**src/rtl/control_fsm.sv**
```systemverilog
// Multi-cycle control unit: sequences FETCH/DECODE/EXEC/MEM/WB, drives datapath strobes,
// waits on the memory ready handshake and counts retired instructions.
module control_fsm #(
  parameter int unsigned OP_WIDTH  = 4,
  parameter int unsigned CNT_WIDTH = 8
) (
  input  logic                 clk,
  input  logic                 reset,
  input  logic [OP_WIDTH-1:0]  opCode,
  input  logic                 zero,
  input  logic                 memReady,
  output logic                 irWrite,
  output logic                 pcWrite,
  output logic [1:0]           pcSrc,
  output logic                 memRead,
  output logic                 memWrite,
  output logic                 regWrite,
  output logic                 extendCheck,
  output logic                 regWSource,
  output logic [1:0]           aluOp,
  output logic                 halted,
  output logic                 illegalOp,
  output logic [2:0]           state,
  output logic [CNT_WIDTH-1:0] retired
);

  typedef enum logic [2:0] {
    StFetch  = 3'd0,
    StDecode = 3'd1,
    StExec   = 3'd2,
    StMem    = 3'd3,
    StWb     = 3'd4,
    StHalt   = 3'd5
  } state_e;

  localparam logic [OP_WIDTH-1:0] OpAdd  = OP_WIDTH'(0);
  localparam logic [OP_WIDTH-1:0] OpSub  = OP_WIDTH'(1);
  localparam logic [OP_WIDTH-1:0] OpAnd  = OP_WIDTH'(2);
  localparam logic [OP_WIDTH-1:0] OpOr   = OP_WIDTH'(3);
  localparam logic [OP_WIDTH-1:0] OpAddi = OP_WIDTH'(4);
  localparam logic [OP_WIDTH-1:0] OpLw   = OP_WIDTH'(5);
  localparam logic [OP_WIDTH-1:0] OpSw   = OP_WIDTH'(6);
  localparam logic [OP_WIDTH-1:0] OpBeq  = OP_WIDTH'(7);
  localparam logic [OP_WIDTH-1:0] OpJ    = OP_WIDTH'(8);
  localparam logic [OP_WIDTH-1:0] OpHalt = OP_WIDTH'(15);

  state_e               state_q, state_d;
  logic [OP_WIDTH-1:0]  op_q, op_d;
  logic [CNT_WIDTH-1:0] retired_q, retired_d;
  logic                 illegal_q, illegal_d;
  logic                 retire;

  // opReg is only loaded at the end of DECODE, so DECODE itself decodes the live opcode.
  logic [OP_WIDTH-1:0]  cur_op;
  logic                 is_rtype, is_addi, is_lw, is_sw, is_beq, is_j, is_halt, is_illegal;

  always_comb begin
    cur_op     = (state_q == StDecode) ? opCode : op_q;
    is_rtype   = (cur_op == OpAdd) || (cur_op == OpSub) || (cur_op == OpAnd) || (cur_op == OpOr);
    is_addi    = (cur_op == OpAddi);
    is_lw      = (cur_op == OpLw);
    is_sw      = (cur_op == OpSw);
    is_beq     = (cur_op == OpBeq);
    is_j       = (cur_op == OpJ);
    is_halt    = (cur_op == OpHalt);
    is_illegal = !(is_rtype || is_addi || is_lw || is_sw || is_beq || is_j || is_halt);
  end

  always_comb begin
    state_d     = state_q;
    op_d        = op_q;
    illegal_d   = illegal_q;
    retire      = 1'b0;
    irWrite     = 1'b0;
    pcWrite     = 1'b0;
    pcSrc       = 2'b00;
    memRead     = 1'b0;
    memWrite    = 1'b0;
    regWrite    = 1'b0;
    extendCheck = 1'b0;
    regWSource  = 1'b0;
    aluOp       = 2'b00;
    halted      = 1'b0;

    unique case (state_q)
      StFetch: begin
        memRead = 1'b1;
        irWrite = memReady;
        pcWrite = memReady;
        if (memReady) state_d = StDecode;
      end
      StDecode: begin
        op_d = opCode;
        if (is_halt) begin
          state_d = StHalt;
        end else if (is_illegal) begin
          state_d   = StFetch;
          illegal_d = 1'b1;
        end else if (is_j) begin
          pcWrite = 1'b1;
          pcSrc   = 2'b10;
          state_d = StFetch;
          retire  = 1'b1;
        end else begin
          state_d = StExec;
        end
      end
      StExec: begin
        extendCheck = is_addi || is_lw || is_sw;
        if (cur_op == OpSub || is_beq) begin
          aluOp = 2'b01;
        end else if (cur_op == OpAnd) begin
          aluOp = 2'b10;
        end else if (cur_op == OpOr) begin
          aluOp = 2'b11;
        end
        if (is_beq) begin
          pcWrite = zero;
          pcSrc   = 2'b01;
          state_d = StFetch;
          retire  = 1'b1;
        end else if (is_lw || is_sw) begin
          state_d = StMem;
        end else begin
          state_d = StWb;
        end
      end
      StMem: begin
        extendCheck = 1'b1;
        memRead     = is_lw;
        memWrite    = is_sw;
        if (memReady) begin
          if (is_sw) begin
            state_d = StFetch;
            retire  = 1'b1;
          end else begin
            state_d = StWb;
          end
        end
      end
      StWb: begin
        regWrite   = 1'b1;
        regWSource = is_lw;
        state_d    = StFetch;
        retire     = 1'b1;
      end
      StHalt: begin
        halted = 1'b1;
      end
      default: begin
        state_d = StFetch;
      end
    endcase

    retired_d = (retire && !(&retired_q)) ? retired_q + 1'b1 : retired_q;

    // No access may be requested while reset is held.
    if (reset) begin
      irWrite     = 1'b0;
      pcWrite     = 1'b0;
      pcSrc       = 2'b00;
      memRead     = 1'b0;
      memWrite    = 1'b0;
      regWrite    = 1'b0;
      extendCheck = 1'b0;
      regWSource  = 1'b0;
      aluOp       = 2'b00;
      halted      = 1'b0;
    end
  end

  always_ff @(posedge clk) begin
    if (reset) begin
      state_q   <= StFetch;
      op_q      <= '0;
      retired_q <= '0;
      illegal_q <= 1'b0;
    end else begin
      state_q   <= state_d;
      op_q      <= op_d;
      retired_q <= retired_d;
      illegal_q <= illegal_d;
    end
  end

  assign state     = state_q;
  assign retired   = retired_q;
  assign illegalOp = illegal_q;

endmodule

```
**config.mk**
```make
export PLATFORM = sky130hd
export DESIGN_NAME = control_fsm
export DESIGN_NICKNAME = d
export VERILOG_FILES = /design/src/rtl/control_fsm.sv
export SDC_FILE = /design/constraint.sdc
export NUM_CORES = 1
export LEC_CHECK = 0
export ABC_AREA = 1
export ABC_CLOCK_PERIOD_IN_PS = 2000
export CORE_MARGIN = 5
export CORE_UTILIZATION = 47
export DETAILED_ROUTE_END_ITERATION = 7
export HOLD_SLACK_MARGIN = 0.08
export PLACE_DENSITY = 0.79
export SYNTH_ARGS = -nofsm -noshare
export SYNTH_HDL_FRONTEND = slang
export SYNTH_SLANG_ARGS = --single-unit
```
**constraint.sdc**
```tcl
create_clock -name clk -period 2 [get_ports clk]
set_clock_uncertainty 0.2 [all_clocks]
set_input_delay 0.6 -clock clk [delete_from_list [all_inputs] [get_ports clk]]
set_output_delay 0.6 -clock clk [all_outputs]
set_load 0.01 [all_outputs]
```
==> results.md, run 1 <==
CTS:
- The H-tree level count is 1.
- In this run the clock root is driven by a sky130_fd_sc_hd__clkbuf_4.
- The clock sink total is 16.
- The number of buffers added by the clock tree synthesis step is 3.
- The maximum number of buffers from clock root to sink is 2.

Synth:
- By count the netlist is led by sky130_fd_sc_hd__nand2_1 (34), sky130_fd_sc_hd__inv_1 (21), sky130_fd_sc_hd__nor2_1 (18).
- The number of nets in the synthesized netlist is 173.
- The Yosys step of the flow raised 0 warnings.
- In this run the mean area of a mapped cell was 6.78 um2.
- After synthesis the cells add up to 1110 um2.
- The synthesized netlist contains 29 unique library cells.
- The number of flops mapped to enable cells by yosys is 0.
- After synthesis, flip-flops and latches occupy 28.8% of the total area.
- The synthesis-stage register bit count is 16.
- The predominant post-synthesis flop cell is sky130_fd_sc_hd__dfxtp_1.
- The number of instances in the synthesized netlist is 164.
- Summed over all instances, the cell type with the most area after synthesis is sky130_fd_sc_hd__dfxtp_1.
- The area share of the leading cell type in the synthesized netlist is 28.8%.
- Yosys instantiated no cell more often than sky130_fd_sc_hd__nand2_1.
- After synthesis, the cell types taking the most area are sky130_fd_sc_hd__dfxtp_1 (29%), sky130_fd_sc_hd__nand2_1 (11%), sky130_fd_sc_hd__inv_1 (7.1%), sky130_fd_sc_hd__nor2_1 (6.1%), sky130_fd_sc_hd__nand3_1 (4.9%).
- The proportion of synthesized flip-flops having asynchronous set or reset is 0%.

Floorplan:
- The number of cell rows is 17.
- The horizontal die dimension is 58.7 um.
- Once the floorplan was initialized, standard cells occupied 49.8% of the core.
- The number of top-level design ports is 32.
- The die is 58.7 um tall.

Timing:
- When the global-route repair_timing finished, the worst setup path ended at extendCheck.
- The kind of pin the worst path terminates on is a primary output.

Place:
- Once placement completed, the tool counted placed cells totaling 252.
- The weighted congestion reported at the end of routability-driven placement is 0.917.
- The placed instances occupy a cell area of 1780 um2.
- Detailed placement ended at an HPWL of 2970 um.
- The minimum setup slack after placement is -1290 ps.
- The count of input and output buffers is 31.

Global routing:
- The largest net degree at the start of global routing is 13.
- The initial antenna violation count is 0.

Status:
- The stage where the run ended is global routing (5_1_grt).
- The run stopped with a tool error.
- The first error in the log reads "[ERROR DPL-0033] detailed placement checks failed during check placement".
==> per-stage QoR <==
| stage | hold slack (ps) | utilization (%) |
|---|---|---|
| after floorplan | 307 | - |
| after global placement | 254 | 79.7 |
| after detailed placement | 256 | 79.7 |
| after CTS | 285 | 90.0 |
==> timing repair <==
action,in CTS
buffers inserted,14
pin swaps,37
hold buffers,0
hold endpoints to repair,0
endpoints found under the setup margin,35
gates resized for setup,122
==> logic make-up after synthesis <==
kind of cell | Yosys count | synth area share (%)
fa+ha+maj | 1 | 1.12
xor+xnor | 6 | 4.72
simple gates | 97 | 44.9
buf+inv | 27 | 10.0
compound gates | 17 | 10.5
flops | 16 | 28.8
==> run 2: changes to the inputs <==
--- a/config.mk
+++ b/config.mk
@@ -7,11 +7,10 @@
 export LEC_CHECK = 0
 export ABC_AREA = 1
 export ABC_CLOCK_PERIOD_IN_PS = 2000
-export CORE_MARGIN = 5
-export CORE_UTILIZATION = 47
+export CORE_AREA = 5 5 66 68
 export DETAILED_ROUTE_END_ITERATION = 7
-export HOLD_SLACK_MARGIN = 0.08
-export PLACE_DENSITY = 0.79
+export DIE_AREA = 0 0 71 73
+export PLACE_DENSITY_LB_ADDON = 0.15
 export SYNTH_ARGS = -nofsm -noshare
 export SYNTH_HDL_FRONTEND = slang
 export SYNTH_SLANG_ARGS = --single-unit
==> run 2 against run 1 <==
Net effect:
- the flow now finishes, with violations (setup timing)
- synthesized cell count did not move
- synthesized area did not move
==> results.md, run 2 <==
Timing:
- Setup violations remaining at the end of the flow were counted as 20.
- At the pin with the least slew margin, the transition time is 335 ps.
- Timing would allow up to 407 MHz.
- The total count of max-transition violations in the final report is 0.
- After layout, the worst setup slack is -458 ps.
- Headroom to the max-slew limit came out at 77.4%.
- The final-report hold violation count is 0.
- Setup repair after global routing could not meet its margin everywhere.
- After layout, the minimum clock period comes to 2460 ps.
- The ratio of final minimum period to clock period is 123%.

Hold path:
- The worst hold path belongs to the class reg -> reg.
- The hold path endpoint is illegalOp$_SDFFE_PP0P_.
- Counting instances, the worst hold path has a depth of 1.
- The startpoint identified for the worst hold timing path is illegalOp$_SDFFE_PP0P_.

Power:
- Power comes to 1170 uW.
- The proportion of power drawn by combinational gates is 43.2%.
- The worst-case IR drop observed on VDD is 0.241 mV.
- The net switching power is 415 uW.
- Internal power comes to 753 uW.
- In this run the power density over the cells is 561 nW/um2.
- Net switching is 35.6% of the power.
- Registers are responsible for 30.8% of the overall power.
- Of the total power, the clock network draws 26.0%.
- The leakage power of the design is 0.00101 uW.

Floorplan:
- The core region area is 3800 um2.
- The die boundary height is 73 um (+24%).
- The horizontal die dimension came to 71 um (+21%).
- The initial core utilization is 29.3% (-21 points).
- The number of top-level design ports was 32 (unchanged).
- The die covers 5180 um2.
- The number of cell rows is 23 (+6).

Critical path:
- For the worst flop-to-flop path, the logic depth is 12.
- In this run the critical register-to-register path is captured at retired[3]$_SDFFE_PP0P_.
- At the worst endpoint, the arrival time is 1660 ps.
- The beginning of the worst register-to-register path is state[1]$_SDFFE_PP0P_.
- The largest fanout on the critical path is 3.
- At the worst endpoint, the required time is 1200 ps.
- The type of origin of the critical path is a primary input.
- Across all register-to-register paths, the minimum setup slack is -70 ps.
- By startpoint and endpoint, the worst setup path is classified as in -> out.
- The type of element capturing the critical path is a primary output.

Global routing:
- The global routing usage summed across all routing layers is 14.6%.
- The total grt overflow is 0.
- The wire length of the first global-routing pass is 6020 um.
- The number of global-route vias before repair is 1,403.
- The initial antenna violation count is 0.
- Entering global routing, the biggest net connects 14 pins.

Synth:
- The area share of the leading cell type in the synthesized netlist was 28.8% (unchanged).
- The sequential-to-total area share from yosys stat is 28.8% (unchanged).
- The mux share of post-synthesis cell area is 0% (unchanged).
- The number of nets in the synthesized netlist is 173 (unchanged).
- The combinational family with the most area after synthesis is simple AND/OR/NAND/NOR gates.
- The average cell area after synthesis came to 6.78 um2 (unchanged).
- Among all flip-flop cells after synthesis, the most frequent one is sky130_fd_sc_hd__dfxtp_1.
- By area the synthesized netlist is led by sky130_fd_sc_hd__dfxtp_1 (29%), sky130_fd_sc_hd__nand2_1 (11%), sky130_fd_sc_hd__inv_1 (7.1%), sky130_fd_sc_hd__nor2_1 (6.1%), sky130_fd_sc_hd__nand3_1 (4.9%).
- The number of flops mapped to enable cells by yosys is 0 (unchanged).
- The fraction of synthesized cell area in xor and xnor cells was 4.72% (unchanged).
- The proportion of synthesized flip-flops having asynchronous set or reset came to 0% (unchanged).
- The arithmetic-cell share of the synthesized area counting full adders, half adders and majority gates is 1.12% (unchanged).
- The synthesis-stage register bit count is 16 (unchanged).
- The fraction of the mapped netlist area in simple logic gates is 44.9% (unchanged).
- The count of synthesis-stage warnings from yosys is 0 (unchanged).
- The most used standard cell by instance count after synthesis is sky130_fd_sc_hd__nand2_1.
- By count the netlist is led by sky130_fd_sc_hd__nand2_1 (34), sky130_fd_sc_hd__inv_1 (21), sky130_fd_sc_hd__nor2_1 (18).
- The post-synthesis cell area is 1110 um2 (unchanged).
- The number of instances in the synthesized netlist came to 164 (unchanged).
- The library cell with the largest summed area after synthesis is sky130_fd_sc_hd__dfxtp_1.
- The number of distinct library cell variants in the gate-level netlist after synthesis is 29 (unchanged).
- The fraction of the mapped netlist area in compound gates came to 10.5% (unchanged).

Final layout:
- The most common cell after layout, fill and taps aside is sky130_fd_sc_hd__buf_4.
- The count of inserted antenna diode cells is 0.
- The finished cells cover 2080 um2.
- The non-filler instance count after layout is 289.
- The register with the most flip-flops in the layout has 8 of them.
- In the layout the commonest cells are sky130_fd_sc_hd__buf_4 (35), sky130_fd_sc_hd__nand2_1 (25), sky130_fd_sc_hd__inv_1 (14), sky130_fd_sc_hd__dlygate4sd2_1 (13).
- The area growth from synthesis to layout is 87.3%.
- In the final design database the tool counted 249 nets.
- Cells fill 54.8% of the core in the end.
- In the final layout, the share of cells above drive strength 1 is 50.6%.

CTS:
- The number of buffers added by the clock tree synthesis step was 3 (unchanged).
- The hold-fix buffer count after cts was 0 (unchanged).
- TritonCTS built the clock tree.
- The maximum number of buffers from clock root to sink is 2 (unchanged).
- The clock sink total is 16 (unchanged).
- The CTS clock-pin slew for the worst setup and hold paths is 70 ps.
- The H-tree level count is 1 (unchanged).
- The tree is rooted in a sky130_fd_sc_hd__clkbuf_8.
- The insertion delay of the later-clocked pin in the worst-skew pair is 260 ps.

Detailed routing:
- In the routed design, unresolved DRC markers number 0.
- Dividing the detail-routed wire length by the instance count gives 12.7 um.
- The final layout contains routed wiring with a total length of 3670 um.
- The detailed router finished its first iteration with 30 violations.
- The remaining antenna violation count after routing is 0.
- The mean number of vias per cell is 4.66.
- Detailed routing inserted a total of 1,347 vias.
- The number of search-and-repair iterations in the first detailed-routing pass is 4.

Place:
- The placed instance area was 1800 um2 (+1.1%).
- The HPWL reported at the end of detailed placement is 2730 um (-8.1%).
- The count of input and output buffers came to 31 (unchanged).
- The number of instances in the placed design is 273 (+8.3%).
- The minimum setup slack after placement came to -1300 ps (-9.34 ps).
- The weighted congestion reported at the end of routability-driven placement is 0.871 (-5.0%).

Run:
- The count of maximum capacitance violations is 0.

Status:
- The flow ran to the end, but the final reports show violations.
- The final reports fail on setup timing.
-- run 2: cell counts after synthesis --
No cell type changed its count.
-- run 2: power by group through the flow --
stage	Combinational, uW	Clock [uW]	Sequential [uW]
2_1_floorplan	214	0	363
3_5_place_dp	397	0	361
4_1_cts	449	310	357
5_1_grt	544	318	362
3_3_place_gp	394	0	361
6_report	505	303	359
-- run 2: timing repair --
item	4_1_cts	5_1_grt
setup endpoints to repair	35	21
pin swaps	26	17
endpoints found under the hold margin	0	0
gates resized for setup	104	29
setup buffers	6	6
-- run 2: cell type report --
| cell class | count | area (um2) |
|---|---|---|
| clock buffers | 4 | 55.1 |
| multi-input cells | 121 | 911 |
| well taps | 50 | 62.6 |
| flip-flops and latches | 16 | 328 |
| fillers | 406 | 1720 |
| repair buffers | 74 | 612 |
| inverters | 24 | 115 |
-- run 2: stage by stage --
stage	setup TNS [ps]	hold slack [ps]
global route	-5720	296
detailed placement	-20690	253
floorplan	-747	307
finish	-4140	266
CTS	-4650	270
global placement	-20150	250
-- run 2: worst max-delay path by stage --
stage / start / to / slack, ps / cells past startpoint
after global routing: state[1]$_SDFFE_PP0P_ / pcWrite / -520 / 9
final: opCode[0] / pcWrite / -460 / 8
after global placement: opCode[3] / pcWrite / -1280 / 9
after CTS: opCode[3] / pcWrite / -490 / 9
after detailed placement: opCode[3] / pcWrite / -1300 / 9
after floorplan: opCode[3] / pcWrite / -140 / 7
-- run 2: kinds of logic after synthesis --
kind of cell / count (synthesis)
AOI/OAI and AO/OA: 17
xor gates and xnor gates: 6
adders and majority gates: 1
buffers and inverters: 27
DFF: 16
and+or+nand+nor: 97
-- run 2: layer usage --
metal	share of wire, %	vias up	global-route usage (%)
met5	0	-	0
met1	40	628	15.4
met3	2.6	9	2.62
li1	-	686	-
met4	2.6	0	7.72
met2	54	24	27.6
-- run 2: worst max-delay path: stages --
cell                              delay [ps]
sky130_fd_sc_hd__clkdlybuf4s15_1         190
sky130_fd_sc_hd__nand4_1                 150
sky130_fd_sc_hd__nand2_4                 130
sky130_fd_sc_hd__nand2_4                  60
sky130_fd_sc_hd__nor2_4                  140
sky130_fd_sc_hd__nand3_2                 100
sky130_fd_sc_hd__a31oi_4                 170
sky130_fd_sc_hd__buf_6                   120
(Power assumes the default switching activity.)
